<file path="config.mk">
export PLATFORM = sky130hd
export DESIGN_NAME = clause_bitmap_builder
export DESIGN_NICKNAME = d
export VERILOG_FILES = /design/src/rtl/clause_bitmap_builder.sv
export SDC_FILE = /design/constraint.sdc
export NUM_CORES = 2
export LEC_CHECK = 0
export CAP_MARGIN = 15
export CORE_MARGIN = 5
export CORE_UTILIZATION = 30
export DETAILED_ROUTE_END_ITERATION = 16
export GPL_TIMING_DRIVEN = 0
export PLACE_DENSITY = 0.46
export SLEW_MARGIN = 20
export SYNTH_ARGS = -nofsm -noshare
export SYNTH_HDL_FRONTEND = slang
export SYNTH_SLANG_ARGS = --single-unit
</file>
<file path="constraint.sdc">
create_clock -name clk -period 2.65 [get_ports clk]
set_input_delay 0.265 -clock clk [delete_from_list [all_inputs] [get_ports clk]]
set_output_delay 0.265 -clock clk [all_outputs]
set_load 0.02 [all_outputs]
</file>
<file path="src/rtl/clause_bitmap_builder.sv">
// clause_bitmap_builder
// Accumulates clause hits into a CLAUSE_CHUNKS x INT_SIZE bitmap, then streams
// the bitmap out one word per accepted handshake.
//   Frame flow: start -> CLEAR (zero every word) -> ACCUM (take hits) ->
//   frame_done -> DRAIN (read out) -> IDLE (bitmap kept until next start).
// Ports:
//   clk, rst_flag (sync, active high), stop_flag (freeze), start (new frame)
//   in_valid/in_ready, clause_chunk, clause_pos[4:0] : hit input
//   frame_done                                        : end of hits
//   rd_valid/rd_ready, rd_addr, rd_data               : readout stream
//   done (1-cycle pulse), busy, err_range (sticky), hit_count
// Optional feature: define CLAUSE_BITMAP_POPCOUNT_EN to build the distinct-hit
// counter; otherwise hit_count is tied to zero.
module clause_bitmap_builder #(
    parameter int INT_SIZE      = 32,
    parameter int CLAUSE_CHUNKS = 63
) (
    input  logic                clk,
    input  logic                rst_flag,
    input  logic                stop_flag,
    input  logic                start,
    input  logic                in_valid,
    output logic                in_ready,
    input  logic [31:0]         clause_chunk,
    input  logic [31:0]         clause_pos,
    input  logic                frame_done,
    output logic                rd_valid,
    input  logic                rd_ready,
    output logic [5:0]          rd_addr,
    output logic [INT_SIZE-1:0] rd_data,
    output logic                done,
    output logic                busy,
    output logic                err_range,
    output logic [15:0]         hit_count
);
    localparam int IDX_W = (CLAUSE_CHUNKS > 1) ? $clog2(CLAUSE_CHUNKS) : 1;
    localparam logic [IDX_W-1:0] LAST_IDX = IDX_W'(CLAUSE_CHUNKS - 1);

    typedef enum logic [1:0] {IDLE, CLEAR, ACCUM, DRAIN} state_t;

    state_t             state_reg, state_next;
    logic [IDX_W-1:0]   index_reg, index_next;
    logic               done_reg, done_next;
    logic               err_range_reg;
    logic [INT_SIZE-1:0] words [CLAUSE_CHUNKS];

    // Normal operation only when neither freeze nor restart overrides it.
    logic               run;
    logic               hit_fire;
    logic               hit_in_range;
    logic               hit_wr;
    logic [IDX_W-1:0]   hit_idx;
    logic [INT_SIZE-1:0] hit_mask;
    logic               unused_pos;

    assign run          = !stop_flag && !start;
    assign in_ready     = (state_reg == ACCUM) && !stop_flag;
    // start outranks a hit presented in the same cycle: the hit is dropped.
    assign hit_fire     = in_valid && in_ready && !start;
    assign hit_in_range = clause_chunk < 32'(CLAUSE_CHUNKS);
    assign hit_idx      = clause_chunk[IDX_W-1:0];
    assign hit_mask     = INT_SIZE'(1) << clause_pos[4:0];
    assign hit_wr       = hit_fire && hit_in_range;
    assign unused_pos   = ^clause_pos[31:5];

    // One register per bitmap word; CLEAR and hit writes never overlap because
    // they belong to different states.
    genvar gi;
    generate
        for (gi = 0; gi < CLAUSE_CHUNKS; gi++) begin : g_word
            logic [INT_SIZE-1:0] word_reg;
            always_ff @(posedge clk) begin
                if (rst_flag) begin
                    word_reg <= '0;
                end else if (run) begin
                    if (state_reg == CLEAR && index_reg == IDX_W'(gi))
                        word_reg <= '0;
                    else if (hit_wr && hit_idx == IDX_W'(gi))
                        word_reg <= word_reg | hit_mask;
                end
            end
            assign words[gi] = word_reg;
        end
    endgenerate

    always_ff @(posedge clk) begin
        if (rst_flag) begin
            state_reg <= IDLE;
            index_reg <= '0;
            done_reg  <= 1'b0;
        end else begin
            state_reg <= state_next;
            index_reg <= index_next;
            done_reg  <= done_next;
        end
    end

    always_comb begin
        state_next = state_reg;
        index_next = index_reg;
        done_next  = 1'b0;
        if (stop_flag) begin
            // frozen: hold state and index
        end else if (start) begin
            state_next = CLEAR;
            index_next = '0;
        end else begin
            case (state_reg)
                CLEAR: begin
                    if (index_reg == LAST_IDX) begin
                        state_next = ACCUM;
                        index_next = '0;
                    end else begin
                        index_next = index_reg + 1'b1;
                    end
                end
                ACCUM: begin
                    if (frame_done) begin
                        state_next = DRAIN;
                        index_next = '0;
                    end
                end
                DRAIN: begin
                    if (rd_ready) begin
                        if (index_reg == LAST_IDX) begin
                            state_next = IDLE;
                            index_next = '0;
                            done_next  = 1'b1;
                        end else begin
                            index_next = index_reg + 1'b1;
                        end
                    end
                end
                default: ;
            endcase
        end
    end

    always_ff @(posedge clk) begin
        if (rst_flag)
            err_range_reg <= 1'b0;
        else if (!stop_flag) begin
            if (start)
                err_range_reg <= 1'b0;
            else if (hit_fire && !hit_in_range)
                err_range_reg <= 1'b1;
        end
    end

`ifdef CLAUSE_BITMAP_POPCOUNT_EN
    logic [15:0] hit_count_reg;
    logic        hit_new;

    // Only a 0->1 transition of the targeted bit counts as a distinct hit.
    assign hit_new = ((words[hit_idx] & hit_mask) == '0);

    always_ff @(posedge clk) begin
        if (rst_flag)
            hit_count_reg <= 16'h0000;
        else if (!stop_flag) begin
            if (start)
                hit_count_reg <= 16'h0000;
            else if (hit_wr && hit_new && hit_count_reg != 16'hFFFF)
                hit_count_reg <= hit_count_reg + 16'd1;
        end
    end
    assign hit_count = hit_count_reg;
`else
    assign hit_count = 16'h0000;
`endif

    assign rd_valid  = (state_reg == DRAIN) && !stop_flag;
    assign rd_addr   = (state_reg == DRAIN) ? 6'(index_reg) : 6'd0;
    assign rd_data   = (state_reg == DRAIN) ? words[index_reg] : '0;
    assign done      = done_reg && !stop_flag;
    assign busy      = (state_reg != IDLE);
    assign err_range = err_range_reg;

endmodule

</file>
==> qor.txt <==
Status = finished with violations
Failing checks = setup timing
Setup Viol. Count Final = 2043
RSZ-0062 raised after global routing = true
WL/cell = 34.9 um
Core outline area = 0.264 mm^2
Non-filler cells in the finished layout = 12800
Synth-to-layout area growth = 28.3%
Main combinational cell family by area after synthesis = multiplexers
Asr flop ratio synth = 0
Flops & latches, synth = 2026
DP Wirelength = 315000 um
Detailed Routing Iterations Pass 1 = 6
Row count = 189
Routability cong. = 1.03
Yosys cell types = 64
Initial core utilization = 0.301
Complex-gate fraction of the synthesized area = 0.156
Min cycle time layout = 4.58 ns
Simple-gate area share of the yosys netlist = 0.128
Peak VDD IR = 0.593 mV
Max Slew Vio Count = 0
Final hold vios = 0
GR Overflow Total = 0
Critical Path Start Type = flop
Leak = 0.0352 uW
FF-to-FF setup slack = -1.03 ns
Post-synthesis sequential area ratio = 0.510
Max Freq = 0.218 GHz
Synth area leaders = dfxtp_1, mux4_2, o21ai_0
Tcrit/Tclk final = 1.73
Drt drc = 0
CP arrival = 4.32 ns
Synthesized area per cell = 9.44 um^2
Critical path cell sequence = buf_12, buf_16, buf_16, mux4_2, o211ai_1, nand4_1, and4_4, buf_6
Top cell type by total area after synthesis = dfxtp_1
Global-route wire length before repair = 594000 um
Initial antenna violation count = 27
Critical path capture point type = primary output
Longest Clk Path Bufs = 3
DR iter-0 viols = 10200
Reg clk slew, reported paths = 0.06 ns
HP Class = in -> reg
CTS root buffer = clkbuf_16
Cells after synthesis = 8421
Worst path max stage delay = 0.78 ns
Worst-margin pin slew = 1.29 ns
Tot Pwr = 67300 uW
CP required = 2.38 ns
I/O pin count = 130
Xor and xnor fraction of the mapped netlist area = 0.000551
Ratio of cells with drive above 1 in the final layout = 0.221
Highest-delay cell along the critical path = o211ai_1
Worst slew margin = 0.143
Vias in the first global route = 68800
Largest net degree at the start of global routing = 18
Number of CTS-inserted buffers = 221
Cell mode on critical path = buf_16
Die X = 525 um
Final WS setup = -1.93 ns
Clk sinks = 2026
Yosys synthesis warning count = 0
Placed cells = 12100
Fin nets = 9174
Kind of critical path = reg -> out
PwrDens = 660 mW/mm^2
Adder-cell area share of the yosys netlist = 0.000630
Port-buffer cells = 83
Worst-Skew Late Latency = 0.93 ns
Max cap viols = 0
Post-route ant nets = 0
Number of synthesized flops with an enable pin = 0
Primary FF master, synth = dfxtp_1
Largest register FFs = 2016
Worst-path maximum fanout = 5
DIE HEIGHT = 525 um
Post-synthesis cell area = 0.0795 mm^2
Max Clock Skew = 0.0740 ns
Yosys top cell area share = 0.510
Via-to-Cell Ratio = 5.73
Finished Core Util = 0.386
CTS tree = yes
Via count = 73600
Die ar. = 0.275 mm^2
Max H-tree Level = 4
Mux cell area share after synthesis = 0.158
All-Layer GR Usage = 0.311
Routed WL = 447000 um
-- worst max-delay path, delay by kind of cell (launching register included) --
family          cells  cell delay [ns]
mux                 1             0.54
simple gates        2             1.11
buf+inv             4             0.56
flops               1             0.36
compound gates      1             0.78
-- final timing paths --
check,startpoint,to,depth (start not counted)
worst max-delay path,index_reg[0]$_SDFFE_PP0P_,rd_data[13],8
worst min-delay path,stop_flag,done_reg$_SDFF_PP0_,2
worst max register to register,index_reg[0]$_SDFFE_PP0P_,g_word[11].word_reg[18]$_SDFFE_PP0P_,11
worst min register to register,g_word[39].word_reg[28]$_SDFFE_PP0P_,g_word[39].word_reg[28]$_SDFFE_PP0P_,2
-- layout make-up --
type	instances	area [um^2]
inverters	5	26.3
clock inverters	74	968
clock buffers	335	6480
diodes	14	35.0
fillers	26400	162000
multi-input cells	5568	37800
well taps	3533	4420
plain buffers	825	6690
repair buffers	452	5000
flip-flops and latches	2026	40600
-- what timing repair did --
item | CTS | global route
pin swaps | 110 | 48
endpoints found under the hold margin | 1 | 0
gates resized for setup | 1396 | 205
setup endpoints to repair | 2066 | 2021
buffers inserted | 276 | 74
hold buffers | 1 | 0
cloned | 10 | 1
-- layout by cell type (no fill, tap or decap), types with 59 or more instances in the layout --
cell type | Yosys | final
buf_2 | 241 | 159
mux4_2 | 474 | 474
buf_6 | 6 | 86
mux2i_1 | 182 | 137
a21oi_1 | 1069 | 1040
clkbuf_1 | 496 | 419
buf_12 | 0 | 107
buf_16 | 0 | 80
o21ai_0 | 1073 | 1002
nand2_1 | 1177 | 1158
dfxtp_1 | 2026 | 2021
nor2_1 | 1112 | 1099
clkbuf_2 | 5 | 59
clkbuf_8 | 0 | 83
buf_4 | 63 | 270
clkbuf_16 | 0 | 231
-- where the power goes --
| part | internal, uW | total (uW) | switching [uW] |
|---|---|---|---|
| sequential | 30500 | 30500 | 6.66 |
| combinational | 1630 | 4830 | 3200 |
| clock | 18100 | 32000 | 13900 |
| total | 50200 | 67300 | 17100 |
-- metrics by stage --
step,hold slack (ns),worst slack [ns],TNS [ns],area (um^2)
after floorplan,0.341,0.00569,0,79600
after global placement,0.428,-4.20,-3733.86,84900
after detailed placement,0.437,-3.54,-3693.97,85200
after CTS,0.183,-1.54,-848.26,101000
after global routing,0.194,-1.84,-1056.52,102000
final,0.184,-1.93,-1131.68,102000
-- kinds of logic (layout without fill, tap and decap cells) --
| family | after synthesis | count (layout) |
|---|---|---|
| AO/OA/AOI/OAI | 2359 | 2359 |
| adder cells (fa/ha/maj) | 4 | 4 |
| other | 1 | 30 |
| AND/OR/NAND/NOR | 2521 | 2521 |
| buffers and inverters | 842 | 1691 |
| flip-flops | 2026 | 2026 |
| multiplexers | 663 | 663 |
| XOR/XNOR | 5 | 5 |
-- routing by layer --
layer,routed length (um),part of all wire,up-vias,track usage
met4,39000,0.087,4,0.225
met3,50100,0.11,1030,0.0878
met1,172000,0.38,37300,0.396
met5,26,0.000058,-,0
met2,187000,0.42,4532,0.451
li1,-,-,30700,-
-- Yosys cell counts (11+ instances only) --
| master | instances |
|---|---|
| o21ai_1 | 13 |
| nor2_1 | 1112 |
| a22oi_1 | 38 |
| nor3_2 | 30 |
| a221oi_1 | 30 |
| nand3_1 | 58 |
| dfxtp_1 | 2026 |
| a31oi_1 | 18 |
| mux2i_1 | 182 |
| nor3_1 | 36 |
| nor2b_1 | 23 |
| o21ai_0 | 1073 |
| buf_2 | 241 |
| a21oi_1 | 1069 |
| o211ai_1 | 11 |
| mux4_2 | 474 |
| nand2_1 | 1177 |
| buf_4 | 63 |
| buf_1 | 26 |
| clkbuf_1 | 496 |
| a211oi_1 | 29 |
| and2_1 | 17 |
| o22ai_1 | 26 |
(Power assumes the default switching activity.)
